## config.mk

```make
export PLATFORM = sky130hd
export DESIGN_NAME = scaled_bg_renderer
export DESIGN_NICKNAME = d
export VERILOG_FILES = /design/src/rtl/scaled_bg_renderer.sv
export SDC_FILE = /design/constraint.sdc
export NUM_CORES = 1
export LEC_CHECK = 0
export ABC_AREA = 1
export BUFFER_PORTS_ARGS = -buffer_cell sky130_fd_sc_hd__buf_2
export CORE_MARGIN = 2
export CORE_UTILIZATION = 45
export DETAILED_ROUTE_END_ITERATION = 12
export GPL_TIMING_DRIVEN = 0
export PLACE_DENSITY = 0.69
export SYNTH_ARGS = -nofsm -noshare
export SYNTH_HDL_FRONTEND = slang
export SYNTH_SLANG_ARGS = --single-unit
export TNS_END_PERCENT = 20
```

## constraint.sdc

```tcl
create_clock -name vga_clk -period 6.2 [get_ports vga_clk]
set_clock_uncertainty 0.1 [all_clocks]
set_input_delay 0.62 -clock vga_clk [delete_from_list [all_inputs] [get_ports vga_clk]]
set_output_delay 0.62 -clock vga_clk [all_outputs]
set_load 0.01 [all_outputs]
```

## src/rtl/scaled_bg_renderer.sv

```systemverilog
// Full-screen scaled background renderer.
// Maps (DrawX, DrawY) onto an IMG_W x IMG_H indexed image through incremental
// DDA counters, applies per-frame wrap-around scrolling, drives a synchronous
// ROM, and registers the palette colour with a transparency key.
module scaled_bg_renderer #(
  parameter int                 IMG_W       = 32,
  parameter int                 IMG_H       = 32,
  parameter int                 SCREEN_W    = 640,
  parameter int                 SCREEN_H    = 480,
  parameter int                 ROM_LATENCY = 1,
  parameter int                 INDEX_W     = 8,
  parameter logic [INDEX_W-1:0] KEY_INDEX   = '0,
  parameter bit                 KEY_EN      = 1'b1,
  localparam int UW = (IMG_W > 1) ? $clog2(IMG_W) : 1,
  localparam int VW = (IMG_H > 1) ? $clog2(IMG_H) : 1,
  localparam int AW = (IMG_W * IMG_H > 1) ? $clog2(IMG_W * IMG_H) : 1
) (
  input  logic               vga_clk,
  input  logic               reset_n,
  input  logic [9:0]         DrawX,
  input  logic [9:0]         DrawY,
  input  logic               blank,
  input  logic [UW-1:0]      scroll_x,
  input  logic [VW-1:0]      scroll_y,
  output logic [AW-1:0]      rom_address,
  input  logic [INDEX_W-1:0] rom_q,
  output logic [INDEX_W-1:0] pal_index,
  input  logic [3:0]         pal_red,
  input  logic [3:0]         pal_green,
  input  logic [3:0]         pal_blue,
  output logic [3:0]         red,
  output logic [3:0]         green,
  output logic [3:0]         blue,
  output logic               opaque
);

  // Accumulators hold values below the screen size; one extra bit holds acc+step.
  localparam int XAW = $clog2(SCREEN_W) + 1;
  localparam int YAW = $clog2(SCREEN_H) + 1;
  // Depth of the blank/synced delay line ahead of the output register.
  localparam int DD  = ROM_LATENCY + 1;

  localparam logic [9:0]     SCR_W      = 10'(SCREEN_W);
  localparam logic [9:0]     SCR_H      = 10'(SCREEN_H);
  localparam logic [XAW-1:0] XA_STEP    = XAW'(IMG_W);
  localparam logic [XAW-1:0] XA_WRAP    = XAW'(SCREEN_W);
  localparam logic [YAW-1:0] YA_STEP    = YAW'(IMG_H);
  localparam logic [YAW-1:0] YA_WRAP    = YAW'(SCREEN_H);
  localparam logic [UW-1:0]  U_MAX      = UW'(IMG_W - 1);
  localparam logic [VW-1:0]  V_MAX      = VW'(IMG_H - 1);
  localparam logic [UW:0]    U_WRAP     = (UW + 1)'(IMG_W);
  localparam logic [VW:0]    V_WRAP     = (VW + 1)'(IMG_H);
  localparam logic [AW-1:0]  ROW_STRIDE = AW'(IMG_W);

  // DDA and scroll state
  logic [UW-1:0]  u, u_n;
  logic [XAW-1:0] x_acc, x_acc_n, x_sum;
  logic [VW-1:0]  v, v_n;
  logic [YAW-1:0] y_acc, y_acc_n, y_sum;
  logic [9:0]     last_y, last_y_n;
  logic [UW-1:0]  sx_r, sx_n;
  logic [VW-1:0]  sy_r, sy_n;
  logic           synced, synced_n;
  logic           frame_start;

  // Texel lookup
  logic [UW:0]    tu_sum;
  logic [VW:0]    tv_sum;
  logic [UW-1:0]  tu;
  logic [VW-1:0]  tv;
  logic [AW-1:0]  addr_n;

  // Pipeline and output
  logic [DD-1:0]  blank_d;
  logic [DD-1:0]  synced_d;
  logic           keyed;
  logic           show;
  logic [3:0]     red_n, green_n, blue_n;

  assign frame_start = (DrawX == '0) && (DrawY == '0);
  assign pal_index   = rom_q;

  // Horizontal DDA: u = floor(DrawX*IMG_W/SCREEN_W), clamped past the visible line
  always_comb begin
    u_n     = u;
    x_acc_n = x_acc;
    x_sum   = x_acc + XA_STEP;
    if (DrawX == '0) begin
      u_n     = '0;
      x_acc_n = '0;
    end else if (DrawX >= SCR_W) begin
      u_n = U_MAX;
    end else if (x_sum >= XA_WRAP) begin
      x_acc_n = x_sum - XA_WRAP;
      u_n     = u + UW'(1);
    end else begin
      x_acc_n = x_sum;
    end
  end

  // Vertical DDA: steps once per new line, only at the start of each line
  always_comb begin
    v_n      = v;
    y_acc_n  = y_acc;
    last_y_n = last_y;
    y_sum    = y_acc + YA_STEP;
    if (DrawX == '0) begin
      last_y_n = DrawY;
      if (DrawY == '0) begin
        v_n     = '0;
        y_acc_n = '0;
      end else if (DrawY >= SCR_H) begin
        v_n = V_MAX;
      end else if (DrawY != last_y) begin
        if (y_sum >= YA_WRAP) begin
          y_acc_n = y_sum - YA_WRAP;
          v_n     = v + VW'(1);
        end else begin
          y_acc_n = y_sum;
        end
      end
    end
  end

  // Scroll latch and wrap-around; the scroll captured at frame start is used by that same pixel
  always_comb begin
    sx_n     = frame_start ? scroll_x : sx_r;
    sy_n     = frame_start ? scroll_y : sy_r;
    synced_n = frame_start | synced;
    tu_sum   = {1'b0, u_n} + {1'b0, sx_n};
    tv_sum   = {1'b0, v_n} + {1'b0, sy_n};
    tu       = (tu_sum >= U_WRAP) ? UW'(tu_sum - U_WRAP) : UW'(tu_sum);
    tv       = (tv_sum >= V_WRAP) ? VW'(tv_sum - V_WRAP) : VW'(tv_sum);
    addr_n   = AW'(tv) * ROW_STRIDE + AW'(tu);
  end

  // DDA, scroll and ROM address registers
  always_ff @(posedge vga_clk or negedge reset_n) begin
    if (!reset_n) begin
      u           <= '0;
      x_acc       <= '0;
      v           <= '0;
      y_acc       <= '0;
      last_y      <= '0;
      sx_r        <= '0;
      sy_r        <= '0;
      synced      <= 1'b0;
      rom_address <= '0;
    end else begin
      u           <= u_n;
      x_acc       <= x_acc_n;
      v           <= v_n;
      y_acc       <= y_acc_n;
      last_y      <= last_y_n;
      sx_r        <= sx_n;
      sy_r        <= sy_n;
      synced      <= synced_n;
      rom_address <= addr_n;
    end
  end

  // Delay blank and synced so they meet rom_q at the output register
  always_ff @(posedge vga_clk or negedge reset_n) begin
    if (!reset_n) begin
      blank_d  <= '0;
      synced_d <= '0;
    end else begin
      blank_d  <= {blank_d[DD-2:0], blank};
      synced_d <= {synced_d[DD-2:0], synced_n};
    end
  end

  // Select palette colour or transparent black for this pixel
  always_comb begin
    keyed   = KEY_EN && (rom_q == KEY_INDEX);
    show    = blank_d[DD-1] && synced_d[DD-1] && !keyed;
    red_n   = show ? pal_red   : 4'h0;
    green_n = show ? pal_green : 4'h0;
    blue_n  = show ? pal_blue  : 4'h0;
  end

  // Registered pixel colour and opacity
  always_ff @(posedge vga_clk or negedge reset_n) begin
    if (!reset_n) begin
      red    <= '0;
      green  <= '0;
      blue   <= '0;
      opaque <= 1'b0;
    end else begin
      red    <= red_n;
      green  <= green_n;
      blue   <= blue_n;
      opaque <= show;
    end
  end

endmodule

```

Yosys cells after proc, flatten, opt, wreduce, memory -nomap -nowiden
Index checks and enable logic that the tools add are counted.
{"block": "totals", "input_bits": 53, "reg_bits": 79}
{"block": "classes", "eq_ne": 3, "n_addsub": 11, "reduce_logical": 9, "mux": 22, "bitwise": 1, "magnitude_cmp": 6}
{"cell": "5-bit 2-to-1 mux", "count": 12}
{"cell": "10-bit 2-to-1 mux", "count": 4}
{"cell": "11-bit 2-to-1 mux", "count": 3}
{"cell": "10-bit by 9-bit greater-or-equal comparator with 1-bit output (second input constant)", "count": 2}
{"cell": "10-bit logical NOT", "count": 2}
{"cell": "5-bit by 5-bit adder with 6-bit output", "count": 2}
{"cell": "6-bit greater-or-equal comparator (second input constant)", "count": 2}
{"cell": "4-bit 2-to-1 mux", "count": 3}
{"cell": "11-bit by 6-bit adder with 11-bit output (second input constant)", "count": 1}
{"cell": "11-bit by 10-bit greater-or-equal comparator with 1-bit output (second input constant)", "count": 1}
{"cell": "11-bit by 10-bit subtractor with 11-bit output (second input constant)", "count": 1}
{"cell": "10-bit by 5-bit adder with 10-bit output", "count": 1}
{"cell": "10-bit by 6-bit adder with 10-bit output (second input constant)", "count": 1}
{"cell": "5-bit by 1-bit adder with 5-bit output (second input constant)", "count": 2}
{"cell": "10-bit greater-or-equal comparator (second input constant)", "count": 1}
{"cell": "10-bit inequality test", "count": 1}
{"cell": "10-bit by 9-bit subtractor with 10-bit output (second input constant)", "count": 1}
{"cell": "5-bit by 1-bit subtractor with 5-bit output (second input constant)", "count": 2}
{"cell": "8-bit logical NOT", "count": 1}
{"cell": "2-bit inequality test (second input constant)", "count": 2}
{"cell": "1-bit logical AND", "count": 3}
{"cell": "3-bit AND reduction", "count": 1}
{"cell": "2-bit nonzero test", "count": 1}
{"cell": "1-bit logical NOT", "count": 1}
{"cell": "1-bit bitwise OR", "count": 1}

Logic depth before layout (Yosys ltp)
{"block": "depth", "word_depth": 11, "ltp_mapped": 23}

Least setup slack after synthesis
No wires, ideal clock.
{"block": "synth_timing", "path_type": "register -> register", "start": "reg x_acc[5]", "end": "reg rom_address[4]", "required_ns": 6.034, "period_less_slack_ns": 3.011, "slack_ns": 3.189, "stages_incl_launch_ff": 18, "setup_time_ns": 0.066, "arrival_time_ns": 2.846, "path_cell_list": "dfrtp_1 > ha_1 > xnor2_1 > ha_1 > inv_1 > nand2_1 > and2_4 > nand2_4 > a21oi_1 > a21oi_1 > ha_1 > fa_1 > a31oi_1 > inv_1 > nand2_1 > nand2_1 > nand3b_1 > nand2_1"}
{"block": "synth_between", "elab_chain_len": 9}
{"item": "start: declaration", "line": "57", "rtl": "logic [XAW-1:0] x_acc, x_acc_n, x_sum;"}
{"item": "start signal: assignment", "line": "151", "rtl": "x_acc <= x_acc_n;"}
{"item": "11-bit by 6-bit adder with 11-bit output (*)", "line": "87", "rtl": "x_sum = x_acc + XA_STEP;"}
{"item": "11-bit by 10-bit greater-or-equal comparator with 1-bit output (*)", "line": "93", "rtl": "end else if (x_sum >= XA_WRAP) begin"}
{"item": "5-bit 2-to-1 mux (*)", "line": "93"}
{"item": "5-bit 2-to-1 mux (*)", "line": "91", "rtl": "end else if (DrawX >= SCR_W) begin"}
{"item": "5-bit 2-to-1 mux (*)", "line": "88", "rtl": "if (DrawX == '0) begin"}
{"item": "net u_n[0]", "line": "56", "rtl": "logic [UW-1:0] u, u_n;"}
{"item": "5-bit by 5-bit adder with 6-bit output (*)", "line": "130", "rtl": "tu_sum = {1'b0, u_n} + {1'b0, sx_n};"}
{"item": "5-bit by 1-bit subtractor with 5-bit output / 6-bit greater-or-equal comparator (equally long branches)", "line": "132", "rtl": "tu = (tu_sum >= U_WRAP) ? UW'(tu_sum - U_WRAP) : UW'(tu_sum);"}
{"item": "5-bit 2-to-1 mux (*)", "line": "132"}
{"item": "10-bit by 5-bit adder with 10-bit output (*)", "line": "134", "rtl": "addr_n = AW'(tv) * ROW_STRIDE + AW'(tu);"}
{"item": "net addr_n[4]", "line": "71", "rtl": "logic [AW-1:0] addr_n;"}
{"item": "end signal: assignment", "line": "158", "rtl": "rom_address <= addr_n;"}
{"item": "end: declaration", "line": "25", "rtl": "output logic [AW-1:0] rom_address,"}
The timed path passes the listed nets; every way through them passes the cells marked *.
A chain may end at the register's enable or synchronous reset.

Final worst setup path
Same ends and word-level chain as after synthesis.

==> flow_summary_export.csv <==
group,metric,value,unit
sta,worst_pin_slew,0.850,ns
synth,synth_edf_count,0,
sta,final.setup.tns,0,ns
global_route,grt_usage,0.187,
clocking,hold_buffers,0,
critical_path,arrival,3.63,ns
sta,hold_violations,0,
route,routed-via-count,3018,
critical_path,startpoint,"x_acc[5]",
final_layout,multi_input_area,0.00157,mm2
global_route,grt_pass1_vias,3019,
synth,netlist.top_cell.by_area,"dfrtp_1",
clocking,root_buffer,"clkbuf_8",
final_layout,seq_area,0.00170,mm2
route,wl,7420,um
critical_path,rr_worst_depth,17,
global_route,grt_max_degree,69,
final_layout,fillers,734,
global_route,grt_overflow,0,
route,drt_iter0_drc,96,
critical_path,cp-start-kind,"register",
power,switchingPower,0.448,mW
global_route,grt_first_pass_wirelength,12900,um
critical_path,crit_path_frequent_cell,"nand2_1",
critical_path,crit_family,"adder cells",
critical_path,slowest_stage,"dfrtp_1",
critical_path,cp-end-kind,"register",
sta,hold_slack,0.243,ns
power,seqPwrFrac,0.408,
placement,dpl.cell_count,622,
final_layout,area_growth,20.8,%
synth,yosysSeqAreaShare,0.471,
clocking,htreeDepth,3,
critical_path,crit_end,"rom_address[4]",
placement,hpwl,5490,um
final_layout,fin_nets,601,
power,power_frac_comb,0.291,
clocking,clk_latency,0.36,ns
route,ant_nets,0,
sta,finalSetupViolations,0,
clocking,ctsResizeCount,0,
placement,dp_slack,2.66,ns
sta,rsz0062_at_grt,"false",
clocking,post_cts_buffers,0,
synth,synth_area,0.00361,mm2
critical_path,r2r-start,"x_acc[5]",
flow_run,max-cap-violations,0,
die,die_area,0.00876,mm2
power,swShare,0.348,
synth,avgSynthCellArea,8.26,um2
sta,min_period,3.43,ns
clocking,path_clk_slew,0.09,ns
synth,ys_warn_count,0,
synth,synth_area_leaders,"dfrtp_1, nand2_1, inv_1, ha_1, nor2_1",
critical_path,critical_path_depth,17,
clocking,clockBufferDepth,2,
power,peakVddDrop,0.156,mV
synth,synth_cells,437,
critical_path,cp_num_buf_inv,2,
synth,ys_ff_latch,68,
synth,synth_flop_cell,"dfrtp_1",
status,run_status,"finished clean",
synth,synth_cell_type_count,40,
global_route,antenna_found_initial,0,
critical_path,required,6.40,ns
power,pwr-share-clk,0.300,
critical_path,crit_fanout,9,
sta,fmax,292,MHz
die,die_h,93.6,um
sta,drv_slew,0,
die,boundaryPins,84,
sta,fin_crit_sh,0.553,
route,vias_per_cell,4.73,
sta,maxSlewHeadroom,0.433,
power,internal-power,0.839,mW
final_layout,drive_above_1_share,0.244,
route,wl_per_cell,11.6,um
synth,syn_nets,507,
final_layout,antennaDiodeCount,0,
power,finalPower,1.29,mW
die,fp.dieW,93.6,um
critical_path,path_cells,"ha_1 -> xnor2_1 -> ha_1 -> inv_1 -> nand2_1 -> and2_4 -> nand2_4 -> a21oi_1 -> a21oi_1 -> ha_1 -> fa_1 -> a31oi_1 -> inv_1 -> nand2_1 -> nand2_1 -> nand3b_1 -> nand2_1",
critical_path,reg2reg_to,"rom_address[4]",
route,drc,0,
critical_path,rrSetupSlack,2.77,ns
min_path,hp-class,"input port to asynchronous set/reset pin",
power,leakage,2.48,nW
die,start_util,0.465,
placement,finalWeightedCongestion,0.823,
power,power.density,295,mW/mm2
synth,async_flop_share,1.00,
synth,synth_top_area_frac,0.471,
die,rows,32,
route,dr.pass1.iters,4,
clocking,clkSinkCount,68,
final_layout,stdcell_count,638,
clocking,cts_tree,"built",
die,coreArea,0.00777,mm2
placement,port_buffers,83,
clocking,numCtsBuffers,9,
sta,fin_ws,2.77,ns
critical_path,cp_slowest_stage_delay,0.41,ns
critical_path,critPathKind,"register to register",
-- state kept, by name, indices dropped and copies added, names as in the netlist, 2 cells and up --
signal       count
last_y          10
rom_address     10
x_acc            6
sx_r             5
sy_r             5
u                5
v                5
y_acc            5
blue             4
green            4
red              4
blank_d          2
synced_d         2
-- layout make-up --
cell class	count	area share
inverter	67	0.0582
clock inverter	7	0.0186
multi-input combinational	289	0.361
buffer	13	0.0189
sequential	68	0.390
clock buffer	9	0.0284
tap	102	0.0293
timing repair buffer	83	0.0958
-- Yosys cell counts, types with 3 or more instances --
cell and n:
nor2_1 35, xnor2_1 8, ha_1 15, xor2_1 7, o211ai_1 4, inv_1 64
nand2_1 124, clkbuf_1 4, o21ai_0 23, buf_4 9, dfrtp_1 68, nand2_2 6
o21ai_1 3, a21oi_1 3, nand3_1 22, nand4_1 7
-- routing by layer --
metal	up-vias	routed length, um	track usage
met5	-	0	0
met4	0	136	0.0833
met3	11	357	0.0403
met2	66	3590	0.327
met1	1395	3330	0.221
li1	1546	-	-
-- cell usage in the layout (no fill, tap or decap), drive strengths merged, types with 7 or more instances in the layout --
cell	count
nand3	24
xnor2	8
xor2	9
nor2	38
ha	15
nand2	131
o21ai	28
dfrtp	68
buf	92
inv	70
clkbuf	13
nand4	7
-- worst reg2reg max path: cells and delay by family, from the launching register on --
| family | cells | cell delay (ns) |
|---|---|---|
| DFF | 1 | 0.41 |
| and+or+nand+nor | 7 | 0.72 |
| adders and majority gates | 4 | 1.13 |
| buffers and inverters | 2 | 0.11 |
| AOI/OAI and AO/OA | 3 | 0.52 |
| xor gates and xnor gates | 1 | 0.38 |
-- power by group through the flow --
stage	logic, mW	clock network [mW]	registers (mW)
after CTS	0.379	0.397	0.525
after global routing	0.429	0.416	0.533
after floorplan	0.273	0	0.536
after detailed placement	0.377	0	0.533
after global placement	0.361	0	0.532
final	0.375	0.386	0.525
-- kinds of logic (layout without fill, tap and decap cells) --
group,count (synthesis),after routing,share of synthesized area
and+or+nand+nor,212,212,0.258
buffers and inverters,80,179,0.0932
DFF,68,68,0.471
AOI/OAI and AO/OA,43,43,0.0690
adders and majority gates,17,17,0.0631
xor gates and xnor gates,17,17,0.0454
-- through the flow --
step | cell area (um2) | utilization
floorplan | 3610 | -
global placement | 4150 | 0.535
detailed placement | 4160 | 0.535
CTS | 4360 | 0.562
global route | 4360 | 0.562
finish | 4360 | 0.562
-- how the worst min path moves through the flow --
stage	start	end	slack (ns)	depth (start not counted)
floorplan	reset_n	blank_d[0]	0.22	0
global route	blank	blank_d[0]	0.25	1
CTS	blank	blank_d[0]	0.25	1
global placement	blank_d[0]	blank_d[1]	0.24	0
detailed placement	blank_d[0]	blank_d[1]	0.24	0
finish	reset_n	red[2]	0.24	1
Note: power is estimated with default switching activity, not from simulation.
